## src/rtl/cook_sequencer.sv

```systemverilog
// cook_sequencer -- cooking-cycle controller for the microwave datapath.
//
// Purpose: turns keypad, config, recipe and door edges into time entry,
// countdown, pause/cancel, the done alarm and programmed-recipe storage.
// The displayed time is held as four BCD digits {dig3,dig2,dig1,dig0} =
// MM:SS; 7-segment decoding happens downstream.
//
// Ports:
//   clk    in   system clock
//   rst_n  in   synchronous active-low reset
//   t      in   keypad levels: [9:0] digits, [10] start, [11] cancel
//   conf   in   config button level
//   r      in   recipe button levels, one per slot
//   porta  in   door switch, 1 = open
//   dig0..dig3  out  BCD seconds units/tens, minutes units/tens
//   luz, motor, aquec, som  out  lamp, turntable, heater, buzzer
//   busy   out  high while cooking or paused
//
// Optional feature: define QUICK_START_EN to enable quick start (start with
// 00:00 in IDLE cooks 00:30; start while cooking adds 30 s, saturating at
// 99:59). Without the macro both start cases are ignored.

module cook_sequencer #(
  parameter int CLK_HZ    = 1000,
  parameter int DONE_S    = 3,
  parameter int N_RECIPES = 4
) (
  input  logic                 clk,
  input  logic                 rst_n,
  input  logic [11:0]          t,
  input  logic                 conf,
  input  logic [N_RECIPES-1:0] r,
  input  logic                 porta,
  output logic [3:0]           dig0,
  output logic [3:0]           dig1,
  output logic [3:0]           dig2,
  output logic [3:0]           dig3,
  output logic                 luz,
  output logic                 motor,
  output logic                 aquec,
  output logic                 som,
  output logic                 busy
);

  localparam int PW = $clog2(CLK_HZ);
  localparam int DW = $clog2(DONE_S + 1);
  localparam int RW = (N_RECIPES > 1) ? $clog2(N_RECIPES) : 1;
  localparam logic [PW-1:0] PRESC_MAX = PW'(CLK_HZ - 1);
  localparam logic [DW-1:0] DONE_MAX  = DW'(DONE_S - 1);
`ifdef QUICK_START_EN
  localparam bit QS_EN = 1'b1;
`else
  localparam bit QS_EN = 1'b0;
`endif

  typedef enum logic [2:0] {
    S_IDLE  = 3'd0,
    S_ARM   = 3'd1,
    S_PROG  = 3'd2,
    S_COOK  = 3'd3,
    S_PAUSE = 3'd4,
    S_DONE  = 3'd5
  } state_e;

  // Write one entered digit at the entry pointer; the first digit clears the rest.
  function automatic logic [15:0] put_digit(input logic [15:0] v, input logic [2:0] p,
                                            input logic [3:0] d);
    logic [15:0] o;
    o = v;
    case (p)
      3'd0:    o = {12'h000, d};
      3'd1:    o[7:4] = d;
      3'd2:    o[11:8] = d;
      3'd3:    o[15:12] = d;
      default: o = v;
    endcase
    return o;
  endfunction

  // One-second BCD decrement of MM:SS; seconds tens may legally exceed 5.
  function automatic logic [15:0] bcd_dec(input logic [15:0] v);
    logic [15:0] o;
    o = v;
    if (v[7:0] != 8'h00) begin
      if (v[3:0] != 4'd0) begin
        o[3:0] = v[3:0] - 4'd1;
      end else begin
        o[3:0] = 4'd9;
        o[7:4] = v[7:4] - 4'd1;
      end
    end else if (v[15:8] != 8'h00) begin
      o[7:0] = 8'h59;
      if (v[11:8] != 4'd0) begin
        o[11:8] = v[11:8] - 4'd1;
      end else begin
        o[11:8]  = 4'd9;
        o[15:12] = v[15:12] - 4'd1;
      end
    end else begin
      o = v;
    end
    return o;
  endfunction

  // Add 30 s with carry into minutes, saturating at 99:59.
  function automatic logic [15:0] add30(input logic [15:0] v);
    logic [15:0] o;
    logic [3:0]  s10;
    o   = v;
    s10 = v[7:4] + 4'd3;
    if (s10 >= 4'd6) begin
      if (v[15:8] == 8'h99) begin
        o = 16'h9959;
      end else begin
        o[7:4] = s10 - 4'd6;
        if (v[11:8] == 4'd9) begin
          o[11:8]  = 4'd0;
          o[15:12] = v[15:12] + 4'd1;
        end else begin
          o[11:8] = v[11:8] + 4'd1;
        end
      end
    end else begin
      o[7:4] = s10;
    end
    return o;
  endfunction

  state_e                 state_q, state_d;
  logic [15:0]            tm_q, tm_d;
  logic [2:0]             ptr_q, ptr_d;
  logic [PW-1:0]          presc_q, presc_d;
  logic [DW-1:0]          done_q, done_d;
  logic [RW-1:0]          slot_q, slot_d;
  logic [15:0]            rec_q [N_RECIPES];
  logic                   rec_we;
  logic [15:0]            rec_wdata;
  logic [11:0]            t_q, t_prev_q;
  logic                   conf_q, conf_prev_q, porta_q, porta_prev_q;
  logic [N_RECIPES-1:0]   r_q, r_prev_q;
  logic                   luz_q, motor_q, aquec_q, som_q, busy_q;
  logic                   luz_d, motor_d, aquec_d, som_d, busy_d;

  logic [11:0]            t_ev;
  logic [N_RECIPES-1:0]   r_ev;
  logic                   ev_cancel, ev_start, ev_conf, ev_rec, ev_dig, porta_rise, tick;
  logic [3:0]             dig_val;
  logic [RW-1:0]          rec_idx;

  // Register every button once and keep the previous sample for edge detection.
  always_ff @(posedge clk) begin
    if (!rst_n) begin
      t_q          <= 12'h000;
      t_prev_q     <= 12'h000;
      conf_q       <= 1'b0;
      conf_prev_q  <= 1'b0;
      r_q          <= {N_RECIPES{1'b0}};
      r_prev_q     <= {N_RECIPES{1'b0}};
      porta_q      <= 1'b0;
      porta_prev_q <= 1'b0;
    end else begin
      t_q          <= t;
      t_prev_q     <= t_q;
      conf_q       <= conf;
      conf_prev_q  <= conf_q;
      r_q          <= r;
      r_prev_q     <= r_q;
      porta_q      <= porta;
      porta_prev_q <= porta_q;
    end
  end

  // Rising-edge events, resolved so only the highest-priority one is seen.
  always_comb begin
    t_ev       = t_q & ~t_prev_q;
    r_ev       = r_q & ~r_prev_q;
    porta_rise = porta_q & ~porta_prev_q;
    ev_cancel  = t_ev[11];
    ev_start   = t_ev[10] & ~ev_cancel;
    ev_conf    = conf_q & ~conf_prev_q & ~ev_cancel & ~ev_start;
    ev_rec     = (|r_ev) & ~ev_cancel & ~ev_start & ~ev_conf;
    ev_dig     = (|t_ev[9:0]) & ~ev_cancel & ~ev_start & ~ev_conf & ~(|r_ev);
    dig_val    = 4'd0;
    for (int i = 9; i >= 0; i--) begin
      if (t_ev[i]) dig_val = 4'(i);
    end
    rec_idx = {RW{1'b0}};
    for (int i = N_RECIPES - 1; i >= 0; i--) begin
      if (r_ev[i]) rec_idx = RW'(i);
    end
  end

  // State register: FSM state, time digits, counters, recipe store and outputs.
  always_ff @(posedge clk) begin
    if (!rst_n) begin
      state_q <= S_IDLE;
      tm_q    <= 16'h0000;
      ptr_q   <= 3'd0;
      presc_q <= {PW{1'b0}};
      done_q  <= {DW{1'b0}};
      slot_q  <= {RW{1'b0}};
      for (int i = 0; i < N_RECIPES; i++) rec_q[i] <= 16'h0000;
      luz_q   <= 1'b0;
      motor_q <= 1'b0;
      aquec_q <= 1'b0;
      som_q   <= 1'b0;
      busy_q  <= 1'b0;
    end else begin
      state_q <= state_d;
      tm_q    <= tm_d;
      ptr_q   <= ptr_d;
      presc_q <= presc_d;
      done_q  <= done_d;
      slot_q  <= slot_d;
      if (rec_we) rec_q[slot_q] <= rec_wdata;
      luz_q   <= luz_d;
      motor_q <= motor_d;
      aquec_q <= aquec_d;
      som_q   <= som_d;
      busy_q  <= busy_d;
    end
  end

  // Next-state logic for the sequencer.
  always_comb begin
    state_d   = state_q;
    tm_d      = tm_q;
    ptr_d     = ptr_q;
    presc_d   = presc_q;
    done_d    = done_q;
    slot_d    = slot_q;
    rec_we    = 1'b0;
    rec_wdata = tm_q;
    tick      = (presc_q == PRESC_MAX);
    case (state_q)
      S_IDLE: begin
        presc_d = {PW{1'b0}};
        if (ev_cancel) begin
          tm_d  = 16'h0000;
          ptr_d = 3'd0;
        end else if (ev_start) begin
          if (tm_q != 16'h0000 && !porta_q) begin
            state_d = S_COOK;
            ptr_d   = 3'd0;
          end else if (QS_EN && tm_q == 16'h0000 && !porta_q) begin
            state_d = S_COOK;
            tm_d    = 16'h0030;
            ptr_d   = 3'd0;
          end else begin
            state_d = S_IDLE;
          end
        end else if (ev_conf) begin
          state_d = S_ARM;
        end else if (ev_rec) begin
          tm_d  = rec_q[rec_idx];
          ptr_d = 3'd0;
        end else if (ev_dig && ptr_q < 3'd4) begin
          tm_d  = put_digit(tm_q, ptr_q, dig_val);
          ptr_d = ptr_q + 3'd1;
        end else begin
          state_d = S_IDLE;
        end
      end
      S_ARM: begin
        if (ev_cancel) begin
          state_d = S_IDLE;
        end else if (ev_rec) begin
          state_d = S_PROG;
          slot_d  = rec_idx;
          tm_d    = 16'h0000;
          ptr_d   = 3'd0;
        end else if (ev_dig) begin
          // Time-of-day entry is handled elsewhere; the digit is dropped.
          state_d = S_IDLE;
        end else begin
          state_d = S_ARM;
        end
      end
      S_PROG: begin
        if (ev_cancel) begin
          state_d = S_IDLE;
          tm_d    = 16'h0000;
          ptr_d   = 3'd0;
        end else if (ev_start) begin
          rec_we  = 1'b1;
          state_d = S_IDLE;
          ptr_d   = 3'd0;
        end else if (ev_dig && ptr_q < 3'd4) begin
          tm_d  = put_digit(tm_q, ptr_q, dig_val);
          ptr_d = ptr_q + 3'd1;
          if (ptr_q == 3'd3) begin
            // Fourth digit completes the recipe: store what is now displayed.
            rec_we    = 1'b1;
            rec_wdata = tm_d;
            state_d   = S_IDLE;
            ptr_d     = 3'd0;
          end else begin
            state_d = S_PROG;
          end
        end else begin
          state_d = S_PROG;
        end
      end
      S_COOK: begin
        if (ev_cancel || porta_q) begin
          state_d = S_PAUSE;
        end else begin
          presc_d = tick ? {PW{1'b0}} : presc_q + PW'(1);
          if (QS_EN && ev_start) begin
            tm_d = add30(tm_q);
          end else if (tick) begin
            tm_d = bcd_dec(tm_q);
            if (tm_d == 16'h0000) begin
              state_d = S_DONE;
              done_d  = {DW{1'b0}};
            end else begin
              state_d = S_COOK;
            end
          end else begin
            state_d = S_COOK;
          end
        end
      end
      S_PAUSE: begin
        if (ev_cancel) begin
          state_d = S_IDLE;
          tm_d    = 16'h0000;
          ptr_d   = 3'd0;
        end else if (ev_start && !porta_q) begin
          state_d = S_COOK;
          presc_d = {PW{1'b0}};
        end else begin
          state_d = S_PAUSE;
        end
      end
      S_DONE: begin
        tm_d    = 16'h0000;
        presc_d = tick ? {PW{1'b0}} : presc_q + PW'(1);
        if (ev_cancel || porta_rise) begin
          state_d = S_IDLE;
          ptr_d   = 3'd0;
        end else if (tick) begin
          if (done_q == DONE_MAX) begin
            state_d = S_IDLE;
            ptr_d   = 3'd0;
          end else begin
            done_d = done_q + DW'(1);
          end
        end else begin
          state_d = S_DONE;
        end
      end
      default: begin
        state_d = S_IDLE;
        tm_d    = 16'h0000;
        ptr_d   = 3'd0;
      end
    endcase
  end

  // Actuator levels for the upcoming state; registered alongside it.
  always_comb begin
    motor_d = (state_d == S_COOK);
    aquec_d = (state_d == S_COOK);
    som_d   = (state_d == S_DONE);
    busy_d  = (state_d == S_COOK) || (state_d == S_PAUSE);
    luz_d   = porta_q || (state_d == S_COOK) || (state_d == S_DONE);
  end

  assign dig0  = tm_q[3:0];
  assign dig1  = tm_q[7:4];
  assign dig2  = tm_q[11:8];
  assign dig3  = tm_q[15:12];
  assign luz   = luz_q;
  assign motor = motor_q;
  assign aquec = aquec_q;
  assign som   = som_q;
  assign busy  = busy_q;

endmodule

```

## config.mk

```make
export PLATFORM = sky130hd
export DESIGN_NAME = cook_sequencer
export DESIGN_NICKNAME = d
export VERILOG_FILES = /design/src/rtl/cook_sequencer.sv
export SDC_FILE = /design/constraint.sdc
export NUM_CORES = 1
export LEC_CHECK = 0
export CORE_UTILIZATION = 54
export DETAILED_ROUTE_END_ITERATION = 10
export PLACE_DENSITY = 0.78
export SLEW_MARGIN = 20
export SYNTH_ARGS = -nofsm -noshare
export SYNTH_HDL_FRONTEND = slang
export SYNTH_SLANG_ARGS = --single-unit
```

## constraint.sdc

```tcl
create_clock -name clk -period 3.2 [get_ports clk]
set_clock_uncertainty 0.15 [all_clocks]
set_input_delay 0.48 -clock clk [delete_from_list [all_inputs] [get_ports clk]]
set_output_delay 0.48 -clock clk [all_outputs]
set_load 0.01 [all_outputs]
```

==> results.txt, run 1 <==
status -> finished, final reports clean
Post-Syn Instances -> 695
Initial Util -> 56.3%
detailed placer's ending HPWL -> 12900 um
Setup CP Type -> register to register
maximum vdd drop -> 485 uV
sequential-to-total area share from yosys stat -> 47.9%
ys flop type -> dfxtp_1
Synth cell types -> 71
RSZ-0062 raised after global routing -> false
Int Pwr -> 3.58 mW
grt ovf -> 0
Seq pwr share -> 40.4%
Area Growth Syn to Fin -> 17.3%
GR peak layer -> met2
Inserted Diodes -> 0
global routing usage on met2 -> 43.9%
register bit total from synthesis -> 140
largest net degree at the start of global routing -> 48
first-pass GRT wire length -> 29300 um
Setup Viol. Count Final -> 0
min Tclk post-route -> 2.94 ns
CTS clock-pin slew for the worst setup and hold paths -> 0.06 ns
CTS sink cnt -> 140
Routed WL per cell -> 19.3 um
critical path's top delay family -> simple AND/OR/NAND/NOR gates
syn_nets -> 727
combinational share of power -> 20.1%
initial antenna violation count -> 0
Slew Viols, Final -> 0
CP most frequent cell -> nor2_1
CTS max path bufs -> 2
die area -> 13800 sq um
Worst Tran Pin Value -> 0.657 ns
sw power -> 1.46 mW
Routed Antenna Nets -> 0
Placed Cells -> 897
Post-Layout Cell Count -> 928
Critical Path AT -> 2.95 ns
Die Wd -> 117 um
IO Pins -> 41
via-per-instance ratio -> 6.12
Port-buffer cells -> 40
Worst R2R Setup Slack -> 0.26 ns
Post-Syn Area per Cell -> 10.3 sq um
Slowest cell on crit path -> mux2i_1
M3 GR Usage -> 7.05%
Final Util -> 66.0%
worst-path cell chain -> and2b_1 -> nor4_1 -> and3_1 -> nor2_1 -> nand3_1 -> mux2i_1 -> nor2_1
Skew-Pair Late Insertion Delay -> 0.43 ns
die span in y -> 117 um
Yosys top cell by area -> edfxtp_1
CP endpoint kind -> register
gr usage total -> 27.6%
setup TNS -> 0 ns
Sw Share -> 29.0%
async set-reset flop share out of synthesis -> 0%
Max Cap Viol -> 0
number of flops mapped to enable cells by yosys -> 64
slowest stage delay, CP -> 0.53 ns
min-delay worst type -> register to register
htree depth -> 4
leakage -> 3.05 nW
CTS buffer count -> 17
routability cong. -> 0.954
DP Worst Slack -> 0.192 ns
routed wire length -> 17900 um
crit path buf inv count -> 0
area share of the largest cell type after synthesis -> 26.7%
top post-synthesis cells by area -> edfxtp_1, dfxtp_1, nor2_1
Synth warnings -> 0
crit path max fanout -> 6
Clock Power Share -> 39.6%
commonest non-fill, non-tap cells in the layout -> nor2_1, dfxtp_1, edfxtp_1, clkdlybuf4s50_1, and2_1
Post-Syn Area -> 7190 sq um
PwrDens -> 598 nW/um^2
grt met1 use -> 35.4%
share of cells above drive strength 1 -> 14.8%
vias in the first global route -> 5611
most common cell after layout, fill and taps aside -> nor2_1
Initial DRT Pass Iterations -> 6
DRC -> 0
final clock period utilization by the worst path -> 92.0%
CTS tree -> done
CORE AREA -> 12800 sq um
Worst setup SP type -> register
root buf cell -> clkbuf_16
via count -> 5676
Row Count -> 41
Fmax -> 0.340 GHz
setup ws final -> 0.257 ns
final hold vios -> 0
DRT iter0 DRCs -> 582
Worst EP required -> 3.21 ns
headroom to the max-slew limit -> 55.9%
fin nets -> 776
Power, Total -> 5.04 mW
[area by class of cell]
class,instances,area (sq um)
well taps,172,215
clock inverters,13,165
multi-input cells,491,3450
clock buffers,18,429
inverters,21,78.8
repair buffers,73,648
fillers,976,4350
flip-flops and latches,140,3440
[kinds of logic (layout without fill, tap and decap cells)]
group                    after synthesis  count (layout)  synth area share, %
AO/OA/AOI/OAI                        129             129                 13.5
XOR/XNOR                               9               9                 1.10
adder cells (fa/ha/maj)               12              12                 2.09
buffers and inverters                 64             125                 4.33
flip-flops                           140             140                 47.9
multiplexers                          37              37                 8.03
AND/OR/NAND/NOR                      304             304                 23.1
[power by group through the flow]
stage	registers (mW)	logic [mW]	clock network, mW
2_1_floorplan	2.04	0.701	0
3_3_place_gp	2.07	0.967	0
3_5_place_dp	2.07	0.982	0
4_1_cts	2.03	0.989	2.01
5_1_grt	2.04	1.09	2.09
6_report	2.04	1.01	1.99
[cell usage after synthesis, drive strengths merged (4+ instances only)]
cell and instances:
inv 21, nand3 19, a32o 5, a21oi 22, a211oi 6, a22o 5, or3b 4, a221oi 4
xnor2 8, a222oi 4, clkbuf 22, nand4 7, mux4 16, mux2 5, o21a 6, o2111ai 4
and2 38, o211ai 8, a22oi 6, mux2i 16, and3 6, nand2 34, buf 21, dfxtp 76
nor2 113, nand2b 11, o2bb2ai 12, nor2b 15, ha 12, nor4 14, nor3 19, o31ai 5
o21ai 18, edfxtp 64, a31oi 6, or3 6, a21o 5
[registers in the layout, summed over array words and instances, names as in the netlist, 2 cells and up]
register and flops:
rec_q 64, tm_q 16, t_prev_q 12, t_q 12, presc_q 10, r_prev_q 4, r_q 4, ptr_q 3
state_q 3, done_q 2, slot_q 2
[final timing paths]
check                                                  to  cells after the start                    from
worst min-delay path               r_prev_q[1]$_SDFF_PN0_                      1       r_q[1]$_SDFF_PN0_
worst max register to register  rec_q[0][3]$_SDFFCE_PN0P_                      7  t_prev_q[5]$_SDFF_PN0_
worst max-delay path            rec_q[0][3]$_SDFFCE_PN0P_                      7  t_prev_q[5]$_SDFF_PN0_
worst min register to register     r_prev_q[1]$_SDFF_PN0_                      1       r_q[1]$_SDFF_PN0_
[what timing repair did]
item                       in CTS  in global routing
setup endpoints to repair       0                  4
setup buffers                   0                  0
resized for setup               0                  2
hold buffers                    0                  0
[through the flow]
stage | hold slack [ns] | instance area [sq um]
final | 0.297 | 8430
after global routing | 0.314 | 8430
after CTS | 0.297 | 8420
after detailed placement | 0.288 | 7820
after global placement | 0.280 | 7820
after floorplan | 0.271 | 7190
[metal layers]
| metal | share of wire (%) | routed length (um) |
|---|---|---|
| met1 | 41 | 7410 |
| met5 | 0 | 0 |
| met3 | 8.4 | 1510 |
| met4 | 2.4 | 431 |
| met2 | 48 | 8530 |
(Power assumes the default switching activity.)
==> run 2, diff against run 1 <==
--- a/config.mk
+++ b/config.mk
@@ -6,6 +6,7 @@
 export NUM_CORES = 1
 export LEC_CHECK = 0
 export CORE_UTILIZATION = 54
+export CTS_BUF_LIST = sky130_fd_sc_hd__clkbuf_4 sky130_fd_sc_hd__clkbuf_8 sky130_fd_sc_hd__clkbuf_16
 export DETAILED_ROUTE_END_ITERATION = 10
 export PLACE_DENSITY = 0.78
 export SLEW_MARGIN = 20
==> run 2 against run 1 <==
  * Critical path depth increased by 2
  * Worst hold slack about the same
  * Final cell count unchanged
  * Flip-flop and latch count unchanged
  * Register-to-register slack improved by 0.03 ns
  * Core utilization about the same
  * Global-route usage about the same
  * Clock power about the same
  * Final area about the same
  * Worst setup slack improved by 0.027 ns
  * Largest power group unchanged
  * Highest routed layer unchanged
==> results.txt, run 2 (synthesis results as in run 1) <==
DRT iter0 DRCs -> 682 (+17%)
Setup CP Type -> register to register
maximum vdd drop -> 498 uV (+2.6%)
status -> finished, final reports clean
Routed Antenna Nets -> 0 (unchanged)
setup ws final -> 0.284 ns (+0.0269 ns)
routability cong. -> 0.954 (unchanged)
Fmax -> 0.343 GHz (+0.92%)
share of cells above drive strength 1 -> 14.9% (+0.13 points)
first-pass GRT wire length -> 29400 um (about the same)
biggest regs -> rec_q (64), tm_q (16)
die span in y -> 117 um (unchanged)
Slew Viols, Final -> 0 (unchanged)
Skew-Pair Late Insertion Delay -> 0.43 ns (about the same)
Max Cap Viol -> 0 (unchanged)
Inserted Diodes -> 0 (unchanged)
routed wire length -> 18000 um (+0.65%)
CTS max path bufs -> 2 (unchanged)
vias in the first global route -> 5641 (+0.53%)
Post-Layout Cell Count -> 928 (unchanged)
DP Worst Slack -> 0.192 ns (unchanged)
Worst R2R Setup Slack -> 0.28 ns (+0.03 ns)
DRC -> 0 (unchanged)
Post-CTS Setup Bufs -> 0 (unchanged)
commonest non-fill, non-tap cells in the layout -> nor2_1, dfxtp_1, edfxtp_1, clkdlybuf4s50_1, and2_1
Placed Cells -> 897 (unchanged)
final instance area -> 8430 sq um (about the same)
CTS clock-pin slew for the worst setup and hold paths -> 0.06 ns (about the same)
Setup Viol. Count Final -> 0 (unchanged)
largest net degree at the start of global routing -> 48 (unchanged)
Layout fillers -> 981 (+0.51%)
crit path max fanout -> 10 (+4)
path depth of the worst reg2reg path -> 9 (+2)
gr usage total -> 27.6% (about the same)
setup TNS -> 0 ns (unchanged)
max FFs per register -> 64 (unchanged)
headroom to the max-slew limit -> 55.9% (about the same)
CORE AREA -> 12800 sq um (unchanged)
via-per-instance ratio -> 6.15 (+0.49%)
grt ovf -> 0 (unchanged)
initial antenna violation count -> 0 (unchanged)
CTS buffer count -> 17 (unchanged)
worst-path cell chain -> inv_1 -> ha_1 -> or3b_1 -> nor3_1 -> a211oi_1 -> a211oi_2 -> a21oi_1 -> o211ai_1 -> o211ai_1
root buf cell -> clkbuf_16
fin nets -> 776 (unchanged)
Critical Path AT -> 3.06 ns (+0.11 ns)
IO Pins -> 41 (unchanged)
RSZ-0062 raised after global routing -> false
CP most frequent cell -> o211ai_1
Hold Slack -> 0.297 ns (+0.00000500 ns)
Worst EP required -> 3.35 ns (+0.14 ns)
Initial Util -> 56.3% (unchanged)
die area -> 13800 sq um (unchanged)
Routed WL per cell -> 19.4 um (+0.65%)
min Tclk post-route -> 2.92 ns (-0.0269 ns)
Largest Register -> rec_q
most common cell after layout, fill and taps aside -> nor2_1
Die Wd -> 117 um (unchanged)
Area Growth Syn to Fin -> 17.3% (about the same)
CTS sink cnt -> 140 (unchanged)
Final Util -> 66.0% (about the same)
worst setup path startpoint -> tm_q[4]$_SDFFE_PN0P_
Crit Reg-Reg Endpoint -> luz$_SDFF_PN0_
final hold vios -> 0 (unchanged)
slowest stage delay, CP -> 0.49 ns (-0.04 ns)
R2R Path Start -> tm_q[4]$_SDFFE_PN0P_
Worst Tran Pin Value -> 0.657 ns (+0.0000811 ns)
Port-buffer cells -> 40 (unchanged)
leakage -> 3.06 nW (+0.11%)
min-delay worst type -> register to register
detailed placer's ending HPWL -> 12900 um (unchanged)
htree depth -> 4 (unchanged)
Worst setup SP type -> register
CP Capture Point -> luz$_SDFF_PN0_
Placed Area -> 7820 sq um (unchanged)
via count -> 5704 (+0.49%)
Row Count -> 41 (unchanged)
Slowest cell on crit path -> or3b_1
PwrDens -> 599 nW/um^2 (+0.16%)
CTS tree -> done
Initial DRT Pass Iterations -> 5 (-1)
Power, Total -> 5.05 mW (+0.21%)
CP endpoint kind -> register
final clock period utilization by the worst path -> 91.1% (-0.84 points)
## run 2: cell counts in the layout (fill, tap and decap cells not counted)
Identical to the previous run, type by type.
## run 2: per-layer routing
layer  share of wire (%)  wire, um  track usage (%)  vias up
met4                 2.1       369             11.1        0
met1                  42      7530             35.5     2725
met5                   0         0                0        -
met2                  47      8540             43.9      293
li1                    -         -                -     2648
met3                 8.6      1550             7.59       38
## run 2: power breakdown
group          switching [mW]  internal (mW)
Combinational           0.608          0.405
Sequential             0.0852           1.95
Clock                   0.770           1.23
## run 2: layout make-up
class / count / area (sq um) / area share (%)
Tap cell: 172 / 215 / 2.55
Sequential cell: 140 / 3440 / 40.8
Timing Repair Buffer: 73 / 648 / 7.69
Clock buffer: 18 / 433 / 5.14
Inverter: 21 / 78.8 / 0.935
Multi-Input combinational cell: 491 / 3450 / 40.9
Clock inverter: 13 / 165 / 1.96
## run 2: worst min-delay path by stage
stage / startpoint / to / slack [ns] / depth (start not counted)
3_5_place_dp: t_q[2]$_SDFF_PN0_ / t_prev_q[2]$_SDFF_PN0_ / 0.29 / 1
2_1_floorplan: conf_q$_SDFF_PN0_ / conf_prev_q$_SDFF_PN0_ / 0.27 / 1
6_report: r_q[1]$_SDFF_PN0_ / r_prev_q[1]$_SDFF_PN0_ / 0.30 / 1
3_3_place_gp: t_q[2]$_SDFF_PN0_ / t_prev_q[2]$_SDFF_PN0_ / 0.28 / 1
5_1_grt: r_q[0]$_SDFF_PN0_ / r_prev_q[0]$_SDFF_PN0_ / 0.31 / 1
4_1_cts: t_q[6]$_SDFF_PN0_ / t_prev_q[6]$_SDFF_PN0_ / 0.30 / 1
## run 2: critical path: cells and delay by family, from the launching register on
family / cells / cell delay, ns
adders and majority gates: 1 / 0.19
DFF: 1 / 0.42
AOI/OAI and AO/OA: 5 / 0.97
and+or+nand+nor: 2 / 0.89
buffers and inverters: 1 / 0.16
## run 2: repair_timing
action,CTS,global route
hold buffers,0,0
resized for setup,0,2
setup endpoints to repair,0,4
